**config.mk**
```make
export PLATFORM = sky130hd
export DESIGN_NAME = halloween_cmd_decoder_flat
export DESIGN_NICKNAME = d
export VERILOG_FILES = /design/src/rtl/halloween_cmd_decoder_if.sv /design/src/rtl/halloween_cmd_decoder.sv /design/src/flat_wrapper.sv
export SDC_FILE = /design/constraint.sdc
export NUM_CORES = 1
export LEC_CHECK = 0
export CAP_MARGIN = 5
export CORE_ASPECT_RATIO = 1.4
export CORE_MARGIN = 4
export CORE_UTILIZATION = 55
export CTS_CLUSTER_SIZE = 8
export DETAILED_ROUTE_END_ITERATION = 16
export HOLD_SLACK_MARGIN = 0.12
export PLACE_DENSITY = 0.74
export SLEW_MARGIN = 20
export SYNTH_ARGS = -nofsm -noshare
export SYNTH_HDL_FRONTEND = slang
export SYNTH_SLANG_ARGS = --single-unit
```
**constraint.sdc**
```tcl
create_clock -name clk -period 2.5 [get_ports clk]
set_clock_uncertainty 0.05 [all_clocks]
set_input_delay 0.5 -clock clk [delete_from_list [all_inputs] [get_ports clk]]
set_output_delay 0.5 -clock clk [all_outputs]
set_load 0.01 [all_outputs]
```
**src/rtl/halloween_cmd_decoder_if.sv**
```systemverilog
// Opcode bus from the decoration sequencer plus the actuator drive outputs.
interface halloween_cmd_decoder_if;
  logic       cmd_valid;
  logic [3:0] cmd;
  logic       powered;
  logic [1:0] color;
  logic       sound_on;
  logic [1:0] sound_sel;
  logic       effect_on;
  logic [1:0] effect_sel;
  logic       err;
  logic [7:0] cmd_count;

  // Sequencer side: drives opcodes, observes the prop state.
  modport master (
    output cmd_valid, cmd,
    input  powered, color, sound_on, sound_sel, effect_on, effect_sel, err, cmd_count
  );

  // Decoder side.
  modport slave (
    input  cmd_valid, cmd,
    output powered, color, sound_on, sound_sel, effect_on, effect_sel, err, cmd_count
  );
endinterface

```
**src/rtl/halloween_cmd_decoder.sv**
```systemverilog
// Decoration opcode decoder: power FSM, colour register, and two timed
// actuator channels (sound, movement/effect) with retriggerable timers.

// One timed channel: selector register plus a 16-bit down-counter.
// Load and clear are mutually exclusive from the decoder.
module halloween_chan_timer #(
  parameter int unsigned CYCLES = 16
) (
  input  logic       clk,
  input  logic       rst_n,
  input  logic       load,
  input  logic       clr,
  input  logic [1:0] sel_in,
  output logic       on,
  output logic [1:0] sel
);
  localparam logic [15:0] LOAD_VAL = 16'(CYCLES);

  logic [15:0] tmr;

  // Reload on trigger (even on the last active cycle), else count down to 0.
  always_ff @(posedge clk or negedge rst_n) begin
    if (!rst_n) begin
      tmr <= '0;
      sel <= '0;
    end else if (clr) begin
      tmr <= '0;
      sel <= '0;
    end else if (load) begin
      tmr <= LOAD_VAL;
      sel <= sel_in;
    end else if (tmr != 16'd0) begin
      tmr <= tmr - 16'd1;
    end
  end

  assign on = (tmr != 16'd0);
endmodule

module halloween_cmd_decoder #(
  parameter int unsigned SOUND_CYCLES  = 16,
  parameter int unsigned EFFECT_CYCLES = 32
) (
  input  logic                    clk,
  input  logic                    rst_n,
  halloween_cmd_decoder_if.slave  bus
);
  typedef enum logic { ST_OFF = 1'b0, ST_ON = 1'b1 } state_t;

  localparam logic [1:0] CLS_PWR = 2'b00;
  localparam logic [1:0] CLS_COL = 2'b01;
  localparam logic [1:0] CLS_SND = 2'b10;

  state_t     state, state_d;
  logic [1:0] cls, val;
  logic       legal;
  logic       err_d, count_en, col_ld, snd_ld, eff_ld, chan_clr;
  logic [1:0] color_q;
  logic       err_q;
  logic [7:0] cnt_q;

  assign cls = bus.cmd[3:2];
  assign val = bus.cmd[1:0];

  // Power class only has ON/RESET; other classes reject value 11.
  always_comb begin
    legal = 1'b0;
    if (cls == CLS_PWR) legal = (val[1] == 1'b0);
    else                legal = (val != 2'b11);
  end

  // Next-state and per-opcode actions.  While OFF only power opcodes count;
  // any other legal opcode is ignored and flagged.
  always_comb begin
    state_d  = state;
    err_d    = 1'b0;
    count_en = 1'b0;
    col_ld   = 1'b0;
    snd_ld   = 1'b0;
    eff_ld   = 1'b0;
    chan_clr = 1'b0;
    if (bus.cmd_valid) begin
      if (!legal) begin
        err_d = 1'b1;
      end else begin
        case (state)
          ST_OFF: begin
            if (cls == CLS_PWR) begin
              count_en = 1'b1;
              if (val == 2'b00) state_d = ST_ON;
            end else begin
              err_d = 1'b1;
            end
          end
          ST_ON: begin
            count_en = 1'b1;
            case (cls)
              CLS_PWR: begin
                if (val == 2'b01) begin
                  state_d  = ST_OFF;
                  chan_clr = 1'b1;
                end
              end
              CLS_COL: col_ld = 1'b1;
              CLS_SND: snd_ld = 1'b1;
              default: eff_ld = 1'b1;
            endcase
          end
          default: state_d = ST_OFF;
        endcase
      end
    end
  end

  // Power state register.
  always_ff @(posedge clk or negedge rst_n) begin
    if (!rst_n) state <= ST_OFF;
    else        state <= state_d;
  end

  // Colour, error pulse and accepted-opcode counter (wraps naturally).
  always_ff @(posedge clk or negedge rst_n) begin
    if (!rst_n) begin
      color_q <= 2'b00;
      err_q   <= 1'b0;
      cnt_q   <= 8'd0;
    end else begin
      err_q <= err_d;
      if (chan_clr)    color_q <= 2'b00;
      else if (col_ld) color_q <= val;
      if (count_en)    cnt_q   <= cnt_q + 8'd1;
    end
  end

  halloween_chan_timer #(.CYCLES(SOUND_CYCLES)) u_sound (
    .clk    (clk),
    .rst_n  (rst_n),
    .load   (snd_ld),
    .clr    (chan_clr),
    .sel_in (val),
    .on     (bus.sound_on),
    .sel    (bus.sound_sel)
  );

  halloween_chan_timer #(.CYCLES(EFFECT_CYCLES)) u_effect (
    .clk    (clk),
    .rst_n  (rst_n),
    .load   (eff_ld),
    .clr    (chan_clr),
    .sel_in (val),
    .on     (bus.effect_on),
    .sel    (bus.effect_sel)
  );

  assign bus.powered   = (state == ST_ON);
  assign bus.color     = color_q;
  assign bus.err       = err_q;
  assign bus.cmd_count = cnt_q;
endmodule

```
**src/flat_wrapper.sv**
```systemverilog
// flat-port wrapper written by rule: the top's interface ports become plain ports
module halloween_cmd_decoder_flat 
#(
  parameter int unsigned SOUND_CYCLES  = 16,
  parameter int unsigned EFFECT_CYCLES = 32
)
  (clk, rst_n, bus_cmd_valid, bus_cmd, bus_powered, bus_color, bus_sound_on, bus_sound_sel, bus_effect_on, bus_effect_sel, bus_err, bus_cmd_count);
  halloween_cmd_decoder_if bus_i ();
  input  logic clk;
  input  logic rst_n;
  input wire logic [$bits(bus_i.cmd_valid)-1:0] bus_cmd_valid;
  input wire logic [$bits(bus_i.cmd)-1:0] bus_cmd;
  output wire logic [$bits(bus_i.powered)-1:0] bus_powered;
  output wire logic [$bits(bus_i.color)-1:0] bus_color;
  output wire logic [$bits(bus_i.sound_on)-1:0] bus_sound_on;
  output wire logic [$bits(bus_i.sound_sel)-1:0] bus_sound_sel;
  output wire logic [$bits(bus_i.effect_on)-1:0] bus_effect_on;
  output wire logic [$bits(bus_i.effect_sel)-1:0] bus_effect_sel;
  output wire logic [$bits(bus_i.err)-1:0] bus_err;
  output wire logic [$bits(bus_i.cmd_count)-1:0] bus_cmd_count;
  assign bus_i.cmd_valid = bus_cmd_valid;
  assign bus_i.cmd = bus_cmd;
  assign bus_powered = bus_i.powered;
  assign bus_color = bus_i.color;
  assign bus_sound_on = bus_i.sound_on;
  assign bus_sound_sel = bus_i.sound_sel;
  assign bus_effect_on = bus_i.effect_on;
  assign bus_effect_sel = bus_i.effect_sel;
  assign bus_err = bus_i.err;
  assign bus_cmd_count = bus_i.cmd_count;
  halloween_cmd_decoder #(.SOUND_CYCLES(SOUND_CYCLES), .EFFECT_CYCLES(EFFECT_CYCLES)) u_core (.clk(clk), .rst_n(rst_n), .bus(bus_i));
endmodule
```
### Yosys cells after proc, flatten, opt, wreduce, memory -nomap -nowiden

Cells that the tools add are included.

| cells by class | value |
|---|---|
| $add $sub $neg | 3 |
| $mul | 0 |
| divide/modulo/power cells | 0 |
| magnitude comparators | 0 |
| equal/unequal tests | 4 |
| shift operators | 0 |
| multiplexer cells | 43 |
| bitwise operators | 2 |
| reductions and logical operators | 11 |

Operators by type and width:

| kind | number |
|---|---|
| 16-bit two-way mux | 6 |
| 16-bit nonzero test | 2 |
| 16-bit by 1-bit subtractor with 16-bit output (second input constant) | 2 |
| 1-bit two-way mux | 29 |
| 2-bit two-way mux | 6 |
| 8-bit by 1-bit adder with 8-bit output (second input constant) | 1 |
| 2-bit nonzero test | 3 |
| 3-bit nonzero test | 2 |
| 2-bit by 1-bit == test with 1-bit output (second input constant) | 2 |
| 2-bit zero test | 2 |
| 1-bit one-hot mux with 2 select lines | 2 |
| 3-bit OR reduction | 1 |
| 2-bit == test (second input constant) | 1 |
| 2-bit != test (second input constant) | 1 |
| 1-bit inverter | 2 |
| 2-bit AND reduction | 1 |

| storage, ports and cells | value |
|---|---|
| bits in registers | 48 |
| latch bits | 0 |
| RAM bits | 0 |
| bits in read-only memories | 0 |
| input bits | 7 |
| output and inout port bits | 18 |
| logic and storage cells | 71 |
| memories | 0 |

### Depth between registers and ports, before layout

| depth | value |
|---|---|
| word-level depth | 8 |
| gate-level depth with buffers | 9 |
| mapped depth without buffers | 7 |

### Hierarchy

From an unflattened synthesis, not the netlist that was laid out.

| unflattened totals | value |
|---|---|
| cells, all modules | 270 |
| area total of the unflattened synthesis | 2665.1 um^2 |

Modules (own cells, without submodules):

| module | instances | cells an instance | area each (um^2) | sequential area each (um^2) |
|---|---|---|---|---|
| halloween_chan_timer at u_core.u_effect | 1 | 105 | 1038.5 | 450.4 |
| halloween_chan_timer at u_core.u_sound | 1 | 113 | 1024.7 | 450.4 |
| halloween_cmd_decoder | 1 | 52 | 601.8 | 300.3 |

### Worst setup path after synthesis

OpenSTA, ideal clock, no wires.

| path | value |
|---|---|
| path kind | register to output |
| start | register u_core.u_effect.tmr[0] |
| end | output port bus_effect_on |
| arrival time | 1.441 ns |
| data required time | 1.950 ns |
| setup slack | 0.509 ns |
| cell stages (with the launch flop) | 8 |
| path buffers | 2 |
| path through | dfrtp_1 > inv_1 > ha_1 > clkbuf_2 > nor4b_4 > and4_1 > buf_4 > inv_2 |

| on the way | value |
|---|---|
| longest elaborated chain between the ends | 1 |

Ends and longest elaborated chain:

| what | line | text |
|---|---|---|
| start: declaration | halloween_cmd_decoder.sv:19 | `logic [15:0] tmr;` |
| start signal: assignment | halloween_cmd_decoder.sv:33 | `tmr <= tmr - 16'd1;` |
| 16-bit nonzero test | halloween_cmd_decoder.sv:37 | `assign on = (tmr != 16'd0);` |
| end: declaration | flat_wrapper.sv:17 | `output wire logic [$bits(bus_i.effect_on)-1:0] bus_effect_on;` |

No other way between the ends.

### Worst setup path after layout

| path | value |
|---|---|
| start | register u_core.u_sound.tmr[1] |
| end | output port bus_sound_on |

| on the way | value |
|---|---|
| longest elaborated chain between the ends | 1 |

Ends and longest elaborated chain:

| what | line | text |
|---|---|---|
| start: declaration | halloween_cmd_decoder.sv:19 |  |
| start signal: assignment | halloween_cmd_decoder.sv:33 |  |
| 16-bit nonzero test | halloween_cmd_decoder.sv:37 |  |
| end: declaration | flat_wrapper.sv:15 | `output wire logic [$bits(bus_i.sound_on)-1:0] bus_sound_on;` |

No other way between the ends.

==> reports/results.txt <==
The run finished with clean final reports. The floorplan step set the die width to 66.0 um. Yosys printed 0 warnings. The remaining number of nets flagged by the antenna check after routing is 0, and the number of buffers and inverters on the critical path is 2.

The clock passes through at most 2 buffers. The first detailed-routing pass took 4 iterations. Among all flip-flop cells after synthesis, the most frequent one is dfrtp_1. The fraction of power spent switching nets was 38.5%. The number of enable flip-flop cells after synthesis works out to 0. Entering global routing, the biggest net connects 49 pins.

The synthesized netlist contains 53 unique library cells. By startpoint and endpoint, the worst setup path is classified as reg2out. In this run the vertical extent of the chip is 89.1 um.

Standard-cell row count: 29. At the pin with the least slew margin, the transition time is 0.617 ns. In this run the number of H-tree levels came out at 2. The run gives 42.6% as the share of power burned in combinational logic. STA classifies the critical path startpoint as a flop.

TritonCTS built the clock tree. Summing over every cut layer, the via total after detailed routing is 2,112. Sequential group share of total power: 40.8%. The synthesized area per cell is 10.1 um2, and the global-route total usage across every layer is 21.6%.

Cell area power density: 1170 nW/um2. The largest single stage delay on the critical path is 0.42 ns. Buffers placed on the I/O ports in this run total 24. The post-synthesis instance total is 257, and the routed length per placed instance is 15.1 um.

The analysis attributes to net switching a power of 1410 uW. Per report_power, the clock group accounts for 16.6% of the total. Traced cell by cell, the critical path runs through inv_1 > ha_1 > nor3b_4 > nand4_4 > or2_1 > clkdlybuf4s15_1. Setup repair after global routing left no endpoint under its margin.

The run gives 2,152 as the number of global-route vias before repair. The element type at the critical path end is a primary output. The number of nets in the final layout was 311. Counting every net in the synthesized netlist gives 267. The logs give 1.82 ns for the arrival time at the worst endpoint and 5 for the CTS buffer count. During I/O placement, the number of pins put on the boundary was 25.

In the post-synthesis netlist, the biggest area contributors are dfrtp_1 (46%), a21oi_1 (4.1%), o21ai_0 (3.5%), mux2i_1 (2.7%), nor2_1 (2.5%). The initial cell density of the core was 57.0%; the share of the cycle needed by the critical path after routing was 94.8%. Summing all placed instances gives a cell area of 2980 um2.

The clock net in this run drives a total of 48 sinks. The final layout contains routed wiring with a total length of 5490 um. The first global-routing pass estimated 9850 um of wire. The slowest stage of the critical path is the dfrtp_1 cell.

The area overhead of the layout relative to synthesis is 21.4%, and the combined area of all synthesized cells is 2590 um2. After routing the design area is 3140 um2. The clock insertion delay at the later pin of the skew report is 0.30 ns, and the overflow left after global routing is 0. The area of the die was 5880 um2.

The CTS root buffer was clkbuf_8. The number of antenna diodes in the final layout is 0. The total area of sequential cells came out at 1200 um2. The tools report the footprint of the multi-input gates as 1330 um2. The commonest cells after synthesis are dfrtp_1 (48), a21oi_1 (21), o21ai_0 (18). The core region is 4540 um2. After clock tree synthesis, the clock-pin slew on the worst setup and hold paths is 0.09 ns. The minimum period implied by the final worst setup slack came out at 2.37 ns. After synthesis, the share of flip-flops with an asynchronous set or reset is 100%. OpenSTA, run right after detailed placement, puts the worst setup slack at 0.185 ns. The tightest slew margin relative to the limit was 58.5%; the number of fill cells in the layout was 371. The internal power was 2250 uW. The congestion estimate from routability-driven global placement came to 0.811. Leading area contributor after synthesis: dfrtp_1.

The DRC violation count after routing is 0, and the share of Yosys cell area claimed by the top area cell type is 46.4%. For the aggregate negative setup slack, the log shows 0 ns. The tool flagged a number of max-cap violations equal to 0. Register bit total from synthesis: 48. The run gives 0 as the count of final max-slew check failures. The number of hold violations in the final report was 0. Category of cells accounting for the largest share of critical-path delay: simple AND/OR/NAND/NOR gates.

IR analysis of the VDD net gives a maximum drop of 0.579 mV. In the routed layout, each cell is associated on average with a via count of 5.80. The tools report the worst setup slack after layout as 0.130 ns.

In this run, the number of DRC markers left after iteration 0 of detailed routing was 150. The sum of net half-perimeters after detailed placement was 3860 um; the final-report setup violation count was 0. By instance count, the leading cell after synthesis is dfrtp_1. The worst min-delay path category is in2async. Cells fill 69.2% of the core in the end. The worst path required time was 1.95 ns; the leakage power was 0.00136 uW. Along the worst path, the maximum fanout reaches 4. Based on the critical path, the design can be clocked at up to 422 MHz. The number of antenna violations at the first check in global routing is 0. The tools report the share of the yosys chip area belonging to registers as 46.4%. The ratio of cells with drive above 1 in the final layout was 15.6%.
-- worst reg2reg max path: cells and delay by family (launching register included) --
family	cells	cell delay, ns
flops	1	0.39
fa+ha+maj	1	0.22
buf+inv	2	0.26
compound gates	1	0.20
simple gates	3	0.86
-- stage by stage --
stage                     power (uW)  hold slack [ns]  instances
final                           3660            0.226        364
after global routing            3970            0.295        364
after CTS                       3660            0.259        362
after detailed placement        3010            0.414        351
after global placement          2950            0.413        351
after floorplan                 2440            0.154        257
-- flip-flops by register name, indices dropped and copies added (netlist names) --
register,cells
u_core.bus.powered,1
u_core.u_effect.sel,2
u_core.bus.err,1
u_core.u_effect.tmr,16
u_core.bus.color,2
u_core.u_sound.sel,2
u_core.bus.cmd_count,8
u_core.u_sound.tmr,16
-- path summary, 6_finish.rpt --
check | from | to | slack, ns | depth (start not counted)
setup / recovery | u_core.u_sound.tmr[1] | bus_sound_on | 0.13 | 6
hold / removal | rst_n | u_core.u_effect.tmr[9] | 0.23 | 2
setup reg to reg | u_core.u_effect.tmr[0] | u_core.u_effect.tmr[8] | 0.44 | 7
hold reg to reg | u_core.bus.cmd_count[7] | u_core.bus.cmd_count[7] | 0.42 | 1
max in group asynchronous | rst_n | u_core.u_effect.tmr[2] | 1.74 | 2
min in group clk | u_core.bus.cmd_count[7] | u_core.bus.cmd_count[7] | 0.42 | 1
-- per-layer routing --
metal / share of wire (%) / GRT usage, % / vias up
met1: 41 / 26.4 / 1021
met5: 0 / 0 / -
met4: 1.4 / 6.84 / 0
met2: 54 / 38.1 / 37
met3: 3.2 / 4.53 / 7
li1: - / - / 1047
-- logic make-up (layout without fill, tap and decap cells) --
kind of cell / after synthesis / count (layout) / share of synthesized area [%]
muxes: 8 / 8 / 3.14
xor gates and xnor gates: 11 / 11 / 3.73
and+or+nand+nor: 116 / 116 / 29.7
AOI/OAI and AO/OA: 57 / 57 / 13.2
buffers and inverters: 14 / 59 / 2.32
adders and majority gates: 3 / 3 / 1.45
DFF: 48 / 48 / 46.4
-- power by group through the flow --
stage | clock [uW] | sequential, uW | combinational (uW)
after CTS | 622 | 1500 | 1540
final | 607 | 1500 | 1560
after global routing | 659 | 1570 | 1740
after detailed placement | 0 | 1520 | 1490
after global placement | 0 | 1500 | 1450
after floorplan | 0 | 1470 | 966
-- layout by cell type, fill, tap and decap left out, types with 2 or more instances in the layout --
cell type / n
nor2b_1: 3
mux2i_1: 7
a21oi_1: 21
nor4_1: 3
and3_1: 6
clkdlybuf4s50_1: 21
ha_1: 3
nand3_1: 11
dfrtp_1: 48
xor2_1: 4
nand3b_1: 3
o21a_1: 2
a21o_1: 2
o41ai_1: 2
nor2_1: 17
or3_1: 7
nor4_4: 3
nand4b_1: 3
clkbuf_8: 7
nand2_1: 12
inv_1: 6
nand4_1: 8
xnor2_1: 7
a211oi_1: 2
nor3_1: 10
nand2b_1: 4
nand2_2: 2
o31ai_1: 5
buf_4: 20
o21ai_0: 18
or4_1: 7
and4_1: 3
or4b_1: 2
-- layout make-up --
cell class | count | area share, %
inverter | 7 | 0.837
timing repair buffer | 44 | 12.2
clock inverter | 1 | 0.956
tap | 62 | 2.47
sequential | 48 | 38.2
clock buffer | 7 | 3.07
multi-input combinational | 195 | 42.2
-- timing repair --
item	in CTS	in global routing
endpoints found under the setup margin	2	1
buffers inserted	3	2
cloned	0	0
hold buffers	0	0
gates resized for setup	2	1
pin swaps	1	1
Power figures use the tool's default switching activity.
